File: config.mk
export PLATFORM = sky130hd
export DESIGN_NAME = hamming_link_ctrl
export DESIGN_NICKNAME = d
export VERILOG_FILES = /design/src/rtl/hamming_link_ctrl.sv
export SDC_FILE = /design/constraint.sdc
export NUM_CORES = 1
export LEC_CHECK = 0
export CORE_UTILIZATION = 30
export DETAILED_ROUTE_END_ITERATION = 8
export PLACE_DENSITY_LB_ADDON = 0.1
export SYNTH_ARGS = -nofsm -noshare
export SYNTH_HDL_FRONTEND = slang
export SYNTH_SLANG_ARGS = --single-unit
File: constraint.sdc
create_clock -name CLK -period 2.1 [get_ports CLK]
set_input_delay 0.42 -clock CLK [delete_from_list [all_inputs] [get_ports CLK]]
set_output_delay 0.42 -clock CLK [all_outputs]
set_load 0.005 [all_outputs]
File: src/rtl/hamming_link_ctrl.sv
// Sequences one 4-bit word through Hamming(7,4) encode/channel/syndrome/correct; optional HAMMING_ERR_INJECT_EN adds ERR_MASK.
// Latency: word accepted at edge N gives OUT_VALID after edge N+4; earliest transfer at N+5 (one word per 6 cycles).
// Backpressure: result is held stable in DONE until OUT_READY; IN_READY stays low until the result is consumed.
module hamming_link_ctrl #(
   parameter int CNT_W = 8
) (
   input  logic             CLK,
   input  logic             CLR,
   input  logic             IN_VALID,
   output logic             IN_READY,
   input  logic [3:0]       DIN,
`ifdef HAMMING_ERR_INJECT_EN
   input  logic [6:0]       ERR_MASK,
`endif
   output logic             OUT_VALID,
   input  logic             OUT_READY,
   output logic [3:0]       DOUT,
   output logic [6:0]       CODE_OUT,
   output logic [2:0]       SYNDROME,
   output logic             ERR_FLAG,
   output logic             BUSY,
   output logic [CNT_W-1:0] WORD_CNT,
   output logic [CNT_W-1:0] ERR_CNT
);

   typedef enum logic [2:0] {
      S_IDLE,
      S_ENCODE,
      S_CHANNEL,
      S_DECODE,
      S_CORRECT,
      S_DONE
   } state_t;

   state_t     state;
   state_t     state_nxt;
   logic [3:0] data_q;
   logic [6:0] rx_q;
   logic [6:0] mask;
   logic [6:0] code_nxt;
   logic [2:0] syn_nxt;
   logic [6:0] rx_fix;
   logic [3:0] dout_nxt;
   logic       accept;
   logic       xfer;

`ifdef HAMMING_ERR_INJECT_EN
   assign mask = ERR_MASK;
`else
   assign mask = 7'd0;
`endif

   // Ready only in IDLE, and never while reset is being applied.
   assign IN_READY = (state == S_IDLE) && !CLR;
   assign accept   = IN_VALID && IN_READY;
   assign xfer     = OUT_VALID && OUT_READY;

   // Encoder: codeword index i holds position i+1, layout {d3,d2,d1,p4,d0,p2,p1}.
   always_comb begin
      code_nxt    = 7'd0;
      code_nxt[0] = data_q[0] ^ data_q[1] ^ data_q[3];
      code_nxt[1] = data_q[0] ^ data_q[2] ^ data_q[3];
      code_nxt[2] = data_q[0];
      code_nxt[3] = data_q[1] ^ data_q[2] ^ data_q[3];
      code_nxt[4] = data_q[1];
      code_nxt[5] = data_q[2];
      code_nxt[6] = data_q[3];
   end

   // Syndrome of the received word, packed as {s4,s2,s1}.
   always_comb begin
      syn_nxt    = 3'd0;
      syn_nxt[0] = rx_q[0] ^ rx_q[2] ^ rx_q[4] ^ rx_q[6];
      syn_nxt[1] = rx_q[1] ^ rx_q[2] ^ rx_q[5] ^ rx_q[6];
      syn_nxt[2] = rx_q[3] ^ rx_q[4] ^ rx_q[5] ^ rx_q[6];
   end

   // Single-bit correction: flip the bit whose position equals the registered syndrome.
   // Double errors alias to a wrong position; there is no detection of that case.
   always_comb begin
      rx_fix = rx_q;
      for (int i = 0; i < 7; i++) begin
         if (SYNDROME == 3'(i + 1)) begin
            rx_fix[i] = ~rx_q[i];
         end
      end
      dout_nxt = {rx_fix[6], rx_fix[5], rx_fix[4], rx_fix[2]};
   end

   // State register; BUSY is registered alongside so it tracks the state exactly.
   always_ff @(posedge CLK) begin
      if (CLR) begin
         state <= S_IDLE;
         BUSY  <= 1'b0;
      end else begin
         state <= state_nxt;
         BUSY  <= (state_nxt != S_IDLE);
      end
   end

   // Next-state logic: one pipeline step per clock, waiting only in IDLE and DONE.
   always_comb begin
      state_nxt = state;
      case (state)
         S_IDLE:    if (accept) state_nxt = S_ENCODE;
         S_ENCODE:  state_nxt = S_CHANNEL;
         S_CHANNEL: state_nxt = S_DECODE;
         S_DECODE:  state_nxt = S_CORRECT;
         S_CORRECT: state_nxt = S_DONE;
         S_DONE:    if (xfer) state_nxt = S_IDLE;
         default:   state_nxt = S_IDLE;
      endcase
   end

   // Datapath registers: each stage loads only in its own state, so outputs hold otherwise.
   always_ff @(posedge CLK) begin
      if (CLR) begin
         data_q    <= 4'd0;
         rx_q      <= 7'd0;
         CODE_OUT  <= 7'd0;
         SYNDROME  <= 3'd0;
         DOUT      <= 4'd0;
         ERR_FLAG  <= 1'b0;
         OUT_VALID <= 1'b0;
      end else begin
         case (state)
            S_IDLE:    if (accept) data_q <= DIN;
            S_ENCODE:  CODE_OUT <= code_nxt;
            S_CHANNEL: rx_q <= CODE_OUT ^ mask;
            S_DECODE:  SYNDROME <= syn_nxt;
            S_CORRECT: begin
               DOUT      <= dout_nxt;
               ERR_FLAG  <= (SYNDROME != 3'd0);
               OUT_VALID <= 1'b1;
            end
            S_DONE:    if (xfer) OUT_VALID <= 1'b0;
            default:   ;
         endcase
      end
   end

   // Saturating statistics, updated only on a completed output handshake.
   always_ff @(posedge CLK) begin
      if (CLR) begin
         WORD_CNT <= '0;
         ERR_CNT  <= '0;
      end else if (state == S_DONE && xfer) begin
         if (WORD_CNT != '1) WORD_CNT <= WORD_CNT + CNT_W'(1);
         if (ERR_FLAG && ERR_CNT != '1) ERR_CNT <= ERR_CNT + CNT_W'(1);
      end
   end

endmodule
Word-level counts from Yosys, hierarchy flattened
Cells that the tools add are included.
Storage, ports and cells
  output and inout port bits: 34
  register bits after elaboration: 47
  input port bits: 8
Operators by class
  equality and inequality tests: 12
  bitwise logic cells: 19
  mux-type cells: 9
  add/subtract/negate cells: 2
  reduce and logical (&&, ||, !) cells: 14
Operators with widths (count)
  $pmux 3 s6: 1
  $add 8x1->8 const B: 2
  $ne 8x8->1 const B: 2
  $eq 3x3->1 const B: 5
  $xor 1x1->1: 15
  $eq 3x2->1 const B: 3
  $reduce_and 2->1: 4
  $mux 3: 2
  $reduce_bool 3->1: 2
  $logic_and 1x1->1: 5
  $mux 1: 5
  $not 1->1: 4
  $eq 3x1->1 const B: 1
  $logic_not 3->1: 1
  $ne 2x2->1 const B: 1
  $pmux 1 s2: 1
  $reduce_bool 2->1: 1
  $logic_not 1->1: 1

Depth between registers and ports, before layout
  depth in word-level cells: 6
  depth in mapped cells: 6

Worst setup path after synthesis
OpenSTA, ideal clock, no wires.
  path type: register -> register
  start point: register WORD_CNT[0]
  end point: register WORD_CNT[7]
  setup time: 0.121 ns
  required time: 1.979 ns
  data arrival time: 1.537 ns
  slack: 0.443 ns
  path buffers: 0
  cell stages (with the launch flop): 6
  path through: dfxtp_1 ha_1 and4_1 nor4_1 nand3_1 mux2_2
On the way
  word-level cells in the longest chain between the ends: 2
  elaborated cells between the ends (all ways): 3
  those cells by class: 1 x add/sub; 1 x eq/ne; 1 x reduce/logical
Ends and longest elaborated chain
  start: declaration: line 22  | output logic [CNT_W-1:0] WORD_CNT,
  start signal: assignment: line 148  | if (WORD_CNT != '1) WORD_CNT <= WORD_CNT + CNT_W'(1);
  branches (longest 2 deep; another with $add 8x1->8)
Several ways; the timed one is not identified.
A chain may end at the register's enable or synchronous reset.

Worst setup path after layout
  start point: input CLR
  end point: output IN_READY
On the way
  word-level cells in the longest chain between the ends: 2
Ends and longest elaborated chain
  start: declaration: line 8  | input logic CLR,
  $logic_not 1->1: line 54  | assign IN_READY = (state == S_IDLE) && !CLR;
  $logic_and 1x1->1: line 54
  end: declaration: line 10  | output logic IN_READY,
No other way between the ends.

==> results.md <==
Run status:
- The flow ran to the end, and the final reports show no timing, DRC or antenna violations.

Timing:
- The number of hold violations in the final report is 0.
- The clock arrives with 0.00353 ns of skew.
- Adding up every negative setup slack in the final design gives 0 ns.
- The actual slew at the worst max-slew pin is 0.369 ns.
- The number of pins with negative max-slew slack in the final report was 0.
- The number of failing setup endpoints in the final timing report is 0.
- Setup repair after global routing left no endpoint under its margin.
- The minimum clock period after layout is 1.86 ns.
- The final cycle utilization of the critical path is 88.7%.
- Measured against its own limit, the worst slew margin works out to 75.1%.
- The highest attainable clock frequency is 537 MHz.

Logic synthesis:
- In the synthesized netlist, the cells that appear most often are dfxtp_1 (47), nor2_1 (38), mux2i_1 (16).
- The fraction of registers with async set or reset after synthesis is 0%.
- In this run the mean area of a mapped cell was 9.07 um2.
- Counting every net in the synthesized netlist gives 242.
- For this run, the leading register cell type out of synthesis is dfxtp_1.
- The synthesized design contains 0 enable-type register cells.
- The count of cell types in the netlist is 37.
- Summed over all instances, the cell type with the most area after synthesis is dfxtp_1.
- Counting flops and latches in the post-synthesis netlist gives 47.
- The area fraction of the dominant cell type after synthesis is 44.7%.
- The most frequent cell after synthesis is dfxtp_1.
- By area the synthesized netlist is led by dfxtp_1 (45%), mux2i_1 (7.6%), nor2_1 (6.8%).
- In this run the cell area of the synthesized design comes to 0.00210 mm2.
- Summing the sequential cell areas from Yosys gives 44.7% of the chip area.
- For this run, the number of Yosys warnings is 0.
- After technology mapping, the gate count stands at 232.

Global route:
- The via count of the first global-routing pass is 1,531.
- For this run, the total global-route usage over all layers was measured as 12.9%.
- The total congestion overflow is 0.
- The number of antenna violations at the first check in global routing is 0.
- The largest net degree at the start of global routing is 34.
- The first global-routing pass estimated 7.46 mm of wire.

Worst setup path:
- The worst setup path is launched from an input pin.
- The launching point of the worst reg2reg path is WORD_CNT[0].
- The endpoint required time on the critical path is 1.68 ns.
- The largest single stage delay on the critical path is 0.48 ns.
- The path depth of the worst reg2reg path is 5.
- The worst path arrival time is 1.44 ns.
- The largest delay contributor family on the critical path is buffers and inverters.
- The critical path goes through clkdlybuf4s50_1, nor4_4, dlygate4sd2_1.
- The maximum net fanout on the critical path is 2.
- For flop-to-flop paths, the worst setup slack is 0.36 ns.
- STA classifies the critical path endpoint as a primary output.
- The library cell contributing the largest single delay on the critical path is clkdlybuf4s50_1.
- The endpoint of the lowest-slack register-to-register path is WORD_CNT[7].
- The count of buffer and inverter cells on the critical path is 2.
- The setup path with the least slack is of type in -> out.

Layout:
- The post-route standard cell area excluding fillers is 0.00278 mm2.
- Once layout is complete, the cells apart from fillers number 377.
- The number of antenna repair diodes is 0.
- The post-route netlist has 8.90% of its cells at a drive strength greater than 1.
- The final layout contains 290 nets.
- Cells fill 41.0% of the core in the end.
- The growth of design area from synthesis to finish is 32.2%.
- Fill cells in the final layout number 700.

Placement:
- In this run the tool buffered the top-level ports with 41 buffer cells.
- After detailed placement, the design holds a cell count of 369.
- The total placed instance area is 0.00267 mm2.
- The half-perimeter wire length of the detailed placement result is 3.23 mm.
- The final RePlAce weighted congestion is 0.677.

CTS:
- The TritonCTS clock tree is built.
- In this run the clock root is driven by a clkbuf_8.
- The count of H-tree levels built during CTS is 2.
- After clock tree synthesis, the clock-pin slew on the worst setup and hold paths is 0.09 ns.
- The number of clock buffers added by TritonCTS is 5.
- For the worst-skew pair, the clock arrives at the later sink with an insertion delay of 0.30 ns.
- The count of clock tree sinks is 47.
- No sink is reached through more buffers than the 2 on the longest clock path.
- Buffers added to address setup during post-CTS repair amount to 0.
- The number of buffers inserted by hold repair at cts is 0.

Worst hold path:
- The tightest min-delay check is of the reg -> reg type.
- The worst hold path endpoint is data_q[1].
- Counting instances, the worst hold path has a depth of 2.
- The worst min-delay path startpoint is data_q[1].

Floorplanning:
- The total number of placement rows is 30.
- The floorplan die height is 85.8 um.
- The die covers 0.00735 mm2.
- The die is 85.8 um wide.
- The floorplan step defined a core boundary enclosing 0.00679 mm2.
- The initial utilization of the core area, before any placement, comes to 31.0%.
- The top-level I/O count is 42.

Detailed routing:
- The final layout contains routed wiring with a total length of 4.40 mm.
- The number of vias per cell is 4.60.
- The vias after detailed routing is 1,735.
- The violation count after the first detailed-route iteration is 72.
- The average detailed-routed wire length per instance is 11.7 um.
- The first-pass iteration count of the detailed router is 4.
- In this run the remaining antenna-violating nets after routing total 0.
- In the routed design, unresolved DRC markers number 0.

Power:
- The ratio of total power to cell area is 617 mW/mm2.
- The static leakage is 0.968 nW.
- VDD sags by at most 0.000230 V.

Flow run:
- The tool flagged a number of max-cap violations equal to 0.
-- cell type report --
| cell class | instances | area [um2] | share of cell area (%) |
|---|---|---|---|
| multi-input cells | 169 | 1100 | 39.7 |
| repair buffers | 53 | 499 | 17.9 |
| inverters | 4 | 15.0 | 0.540 |
| clock inverters | 1 | 7.51 | 0.270 |
| flip-flops and latches | 47 | 941 | 33.8 |
| clock buffers | 7 | 96.3 | 3.46 |
| well taps | 96 | 120 | 4.32 |
-- worst max-delay path by stage --
stage | from | endpoint | slack [ns] | depth (start not counted)
finish | CLR | IN_READY | 0.24 | 3
floorplan | WORD_CNT[0] | WORD_CNT[7] | 0.44 | 5
global placement | CLR | IN_READY | -0.04 | 3
detailed placement | CLR | IN_READY | -0.02 | 3
CTS | CLR | IN_READY | 0.21 | 3
global route | CLR | IN_READY | 0.15 | 3
-- kinds of logic after synthesis --
family | share of synthesized area (%)
simple gates | 22.2
flops | 44.7
compound gates | 10.4
xor+xnor | 9.57
mux | 8.68
buf+inv | 3.27
fa+ha+maj | 1.19
-- placed cells by master, fill, tap and decap left out, types with 2 or more instances in the layout --
cell,instances
nand2_1,13
inv_1,4
and4_1,2
clkbuf_8,7
or3_1,4
dfxtp_1,47
o21ai_0,4
nor3_1,3
and3_1,2
mux2i_1,16
or4_1,2
xnor2_1,15
o2111ai_1,2
buf_4,12
clkdlybuf4s50_1,40
a211oi_1,9
nor3b_1,2
nand3_1,13
nand4_1,3
a21oi_1,12
nor2_1,38
nor2b_1,4
ha_1,2
o31ai_1,2
mux2_2,2
xor2_1,8
and3b_1,2
-- sequential cells by signal, indices dropped and copies added, names as in the netlist --
name       cells
ERR_CNT        8
DOUT           4
ERR_FLAG       1
BUSY           1
data_q         4
SYNDROME       3
state          3
WORD_CNT       8
rx_q           7
CODE_OUT       7
OUT_VALID      1
-- metrics by stage --
| step | hold WS (ns) | total power, mW | worst slack [ns] |
|---|---|---|---|
| finish | 0.499 | 1.72 | 0.238 |
| floorplan | 0.461 | 1.05 | 0.443 |
| global placement | 0.479 | 1.12 | -0.0400 |
| global route | 0.531 | 1.80 | 0.151 |
| CTS | 0.501 | 1.75 | 0.207 |
| detailed placement | 0.488 | 1.12 | -0.0225 |
-- worst register-to-register path, stage by stage (launching register included) --
cell,delay (ns)
dfxtp_1,0.36
ha_1,0.27
and4_1,0.22
nor4_1,0.37
nand3_1,0.13
mux2_2,0.28
-- report_power, final --
part | internal, mW | switching, mW
clock | 0.300 | 0.318
combinational | 0.0880 | 0.0715
sequential | 0.913 | 0.0269
total | 1.30 | 0.416
-- layer usage --
metal  part of all wire [%]  vias up  GRT usage [%]
met5                      0        -              0
met2                     45       32           20.5
li1                       -      908              -
met1                     50      790           17.2
met3                    3.6        5           3.18
met4                    1.3        0           4.09
-- what timing repair did --
item / in CTS / in global routing
endpoints found under the setup margin: 1 / 0
endpoints found under the hold margin: 0 / 0
resized for setup: 2 / 0
Power figures use the tool's default switching activity.
